### config.mk
export PLATFORM = sky130hd
export DESIGN_NAME = add_slice_seq
export DESIGN_NICKNAME = d
export VERILOG_FILES = /design/src/rtl/add_slice_seq.sv
export SDC_FILE = /design/constraint.sdc
export NUM_CORES = 1
export LEC_CHECK = 0
export ABC_AREA = 1
export BUFFER_PORTS_ARGS = -buffer_cell sky130_fd_sc_hd__buf_2
export CORE_MARGIN = 2
export CORE_UTILIZATION = 49
export DETAILED_ROUTE_END_ITERATION = 8
export PLACE_DENSITY = 0.82
export SYNTH_ARGS = -nofsm -noshare
export SYNTH_HDL_FRONTEND = slang
export SYNTH_SLANG_ARGS = --single-unit
### constraint.sdc
create_clock -name clk -period 2.1 [get_ports clk]
set_input_delay 0.42 -clock clk [delete_from_list [all_inputs] [get_ports clk]]
set_output_delay 0.42 -clock clk [all_outputs]
set_load 0.02 [all_outputs]
### src/rtl/add_slice_seq.sv
// add_slice_seq: multi-cycle $add that ripples its carry one SLICE_WIDTH chunk per clock.
// Define ADD_SLICE_COUT_EN to add the registered carry-out port co.
module add_slice_seq #(
   parameter int A_SIGNED    = 0,
   parameter int B_SIGNED    = 0,
   parameter int A_WIDTH     = 8,
   parameter int B_WIDTH     = 8,
   parameter int Y_WIDTH     = 9,
   parameter int SLICE_WIDTH = 4
) (
   input  logic               clk,
   input  logic               reset_n,
   input  logic               in_valid,
   output logic               in_ready,
   input  logic [A_WIDTH-1:0] a,
   input  logic [B_WIDTH-1:0] b,
   output logic               out_valid,
   input  logic               out_ready,
   output logic [Y_WIDTH-1:0] y
`ifdef ADD_SLICE_COUT_EN
   ,
   output logic               co
`endif
);
   localparam int NSLICE = (Y_WIDTH + SLICE_WIDTH - 1) / SLICE_WIDTH;
   localparam int PW     = NSLICE * SLICE_WIDTH;
   localparam int LW     = Y_WIDTH - (NSLICE - 1) * SLICE_WIDTH;
   localparam int IW     = NSLICE > 1 ? $clog2(NSLICE) : 1;
   localparam bit SGN    = (A_SIGNED != 0) && (B_SIGNED != 0);
   typedef enum logic [1:0] {IDLE, RUN, DONE} state_t;
   state_t               r_state;
   logic [PW-1:0]        r_a, r_b;
   logic [IW-1:0]        r_idx;
   logic                 r_c, r_in_ready, r_out_valid;
   logic [Y_WIDTH-1:0]   r_y;
   logic [Y_WIDTH-1:0]   w_ax, w_bx;
   logic [SLICE_WIDTH-1:0] w_sa, w_sb;
   logic [SLICE_WIDTH:0] w_sum;
   logic                 w_last;
`ifdef ADD_SLICE_COUT_EN
   logic                 r_co;
   assign co = r_co;
`endif
   assign w_ax   = SGN ? Y_WIDTH'($signed(a)) : Y_WIDTH'(a);
   assign w_bx   = SGN ? Y_WIDTH'($signed(b)) : Y_WIDTH'(b);
   assign w_sa   = r_a[int'(r_idx) * SLICE_WIDTH +: SLICE_WIDTH];
   assign w_sb   = r_b[int'(r_idx) * SLICE_WIDTH +: SLICE_WIDTH];
   assign w_sum  = {1'b0, w_sa} + {1'b0, w_sb} + {{SLICE_WIDTH{1'b0}}, r_c};
   assign w_last = r_idx == IW'(NSLICE - 1);
   assign in_ready  = r_in_ready;
   assign out_valid = r_out_valid;
   assign y         = r_y;
   always_ff @(posedge clk or negedge reset_n) begin
      if (!reset_n) begin
         r_state     <= IDLE;
         r_a         <= '0;
         r_b         <= '0;
         r_idx       <= '0;
         r_c         <= 1'b0;
         r_in_ready  <= 1'b1;
         r_out_valid <= 1'b0;
         r_y         <= '0;
`ifdef ADD_SLICE_COUT_EN
         r_co        <= 1'b0;
`endif
      end else begin
         case (r_state)
            IDLE: if (in_valid) begin
               r_a        <= PW'(w_ax);
               r_b        <= PW'(w_bx);
               r_c        <= 1'b0;
               r_idx      <= '0;
               r_in_ready <= 1'b0;
               r_state    <= RUN;
            end
            RUN: begin
               // pad bits above Y_WIDTH-1 in the last slice are never written
               for (int i = 0; i < Y_WIDTH; i++)
                  if (r_idx == IW'(i / SLICE_WIDTH)) r_y[i] <= w_sum[i % SLICE_WIDTH];
               r_c <= w_sum[SLICE_WIDTH];
               if (w_last) begin
                  r_state     <= DONE;
                  r_out_valid <= 1'b1;
`ifdef ADD_SLICE_COUT_EN
                  r_co        <= w_sum[LW];
`endif
               end else begin
                  r_idx <= r_idx + 1'b1;
               end
            end
            DONE: if (out_ready) begin
               r_out_valid <= 1'b0;
               r_in_ready  <= 1'b1;
               r_state     <= IDLE;
            end
            default: r_state <= IDLE;
         endcase
      end
   end
endmodule

==> results.ini <==
[floorplan]
io_pins=31
die_height_um=60.0
floorplan.rows=20
initial_core_util_pct=50.8
die-area_um2=3600
die_x_extent_um=60.0
core_um2=3030

[sta]
final.min_clock_period_ns=1.99
ratio_of_final_minimum_period_to_clock_period_pct=94.8
fin_worst_skew_ns=0.00951
final-max-slew-violation-count=0
fin_ws_ns=0.110
max_clock_freq_ghz=0.502
finalHoldViolations=0
rsz0062_at_grt=no
timing.final.setup_violations=0
timing.slew.headroom_pct=55.7
worstMarginPinSlew_ns=0.664
final.hold.worst_slack_ns=0.0995

[job]
cap_violations=0

[critical_path]
slowest_stage=sky130_fd_sc_hd__dfrtp_2
crit_path_max_fanout=6
worstSetupPathType=flip-flop to flip-flop
worst_ep_arrival_time_ns=2.26
timing.critical_path.required_ns=2.37
critical-path-top-delay-family=adder cells
wp_depth=7
critical_path_buf_inv_count=2
crit_path_cell_trace=buf_4, o21ai_0, nor2_1, fa_2, inv_1, fa_2, o21ai_0
worst_setup_path_end_kind=flip-flop
start_kind=flip-flop
crit-reg2reg-launch=r_idx[0]
reg2reg_setup_slack_ns=0.11
slowest_delay_ns=0.45
r2r.worst_path.cells=7
worst_r2r_endpoint=y[5]

[finish]
fin_nets=248
final_layout_size_suffix_gt1_share_pct=27.1
stdcell_count=265
layout.cells.most_common_list=sky130_fd_sc_hd__nand2_1, sky130_fd_sc_hd__buf_2, sky130_fd_sc_hd__dfrtp_1
layout_commonest_cell=sky130_fd_sc_hd__nand2_1
syn_to_final_growth_pct=20.4
antenna_cells=0

[synthesis]
synthesized_nets=211
netlist_instances=183
synth.distinct_cells=22
synth_area_um2=1540
synth_seq_cells=32
synth_seq_area_share_pct=52.1
syn_area_per_cell_um2=8.41
synth_warnings=0

[power]
internal-power_mw=1.89
cellLeakagePower_nw=1.01
sw_frac_of_total_pct=42.7
irDropWorstVdd_uv=648
power.combinational.fraction_pct=51.2
power_density_nw_per_um2=1780
p_switching_mw=1.41
sequentialPowerShare_pct=33.1
clockPowerShare_pct=15.7

[route]
num_vias=1250
detailedRoute.firstIterationViolations=44
wl_per_cell_um=10.8
drtAntennaViolNets=0
drt_first_pass_iters=4
post-route-drc-count=0
via_per_inst=4.72
detail_route.wirelength_um=2870

[grt]
grt_overflow=0
grt_first_pass_wirelength_um=5020
grt.total_usage_pct=19.5
grt_antenna_before_repair=0
grt_max_degree=33
first_global_vias=1132

[cts]
tritoncts=built
cts.reportedPaths.clkPinSlew_ns=0.10
ctsLongestPathBuffers=2
number_of_buffers_inserted_for_hold_repair_after_clock_tree_synthesis=0
clk_root_buffer_cell=sky130_fd_sc_hd__clkbuf_4
tritoncts_num_sinks=32
clk-insertion-delay-late_ns=0.34
cts_htree_levels=2
cts_buffers=5

[worst_hold_path]
hold_path.class=input port to async pin

[run_status]
outcome=finished clean

[place]
place_ws_ns=-0.00867
place.port_buffers=30
finalWeightedCongestion=0.794
dp_cells=256
place.detailed.hpwl_um=2110

[registers in the layout, summed over array words and instances (netlist names)]
name,count
y,9
r_c,1
r_b,8
r_idx,2
r_a,8
in_ready,1
r_state,2
out_valid,1
[metrics by stage]
| step | TNS, ns | total power, mW | utilization (%) | cell area [um^2] |
|---|---|---|---|---|
| global placement | 0 | 2.64 | 57.2 | 1730 |
| CTS | 0 | 3.24 | 60.4 | 1830 |
| floorplan | 0 | 2.31 | - | 1540 |
| detailed placement | -0.0112 | 2.71 | 57.2 | 1730 |
| finish | 0 | 3.30 | 61.2 | 1850 |
| global route | 0 | 3.63 | 61.2 | 1850 |
[logic make-up after synthesis]
| kind of cell | after synthesis | synth area share, % |
|---|---|---|
| AO/OA/AOI/OAI | 17 | 5.69 |
| XOR/XNOR | 1 | 0.569 |
| adder cells (fa/ha/maj) | 8 | 7.48 |
| buffers and inverters | 18 | 5.69 |
| flip-flops | 32 | 52.1 |
| AND/OR/NAND/NOR | 107 | 28.5 |
[final cells by class]
class                   instances  area, um^2
clock buffers                   7        65.1
clock inverters                 1        30.0
fillers                       294        1170
inverters                      14        56.3
multi-input cells             133         662
flip-flops and latches         32         805
well taps                      44        55.1
repair buffers                 34         180
[what timing repair did]
action                                  CTS  global route
endpoints found under the setup margin    2             5
gates resized for setup                   1             7
buffers inserted                          0             1
pin swaps                                 0             3
[Yosys cell counts, drive strengths merged]
cell | n | area, um^2
o21ai | 14 | 70.1
xnor2 | 1 | 8.76
nor3 | 2 | 10.0
inv | 12 | 45.0
nor2 | 18 | 75.1
dfrtp | 31 | 776
a21oi | 2 | 10.0
nand2 | 78 | 303
fa | 2 | 40.0
dfstp | 1 | 26.3
nand3 | 9 | 50.1
buf | 4 | 35.0
clkinv | 2 | 7.51
o31ai | 1 | 7.51
ha | 6 | 75.1
[per-layer routing]
| metal | share of wire (%) | wire length (um) | vias up | GRT usage (%) |
|---|---|---|---|---|
| li1 | - | - | 641 | - |
| met1 | 46 | 1320 | 570 | 24.8 |
| met2 | 46 | 1320 | 34 | 30.0 |
| met3 | 5.3 | 151 | 5 | 6.06 |
| met4 | 2.4 | 69 | 0 | 9.52 |
| met5 | 0 | 0 | - | 0 |
[power groups by stage]
stage	clock network [mW]	logic [mW]	registers [mW]
finish	0.518	1.69	1.09
global route	0.556	1.95	1.13
CTS	0.530	1.62	1.09
detailed placement	0	1.61	1.10
global placement	0	1.55	1.08
floorplan	0	1.13	1.18
[how the worst max path moves through the flow]
| stage | startpoint | endpoint | slack (ns) |
|---|---|---|---|
| after global routing | r_idx[0] | y[1] | 0.01 |
| final | r_idx[0] | y[5] | 0.11 |
| after global placement | r_idx[0] | y[1] | 0.12 |
| after floorplan | r_idx[0] | y[5] | 0.25 |
| after detailed placement | r_idx[0] | y[5] | -0.009 |
| after CTS | r_idx[1] | y[6] | 0.02 |
No activity file was read; power rests on OpenSTA's default activity.
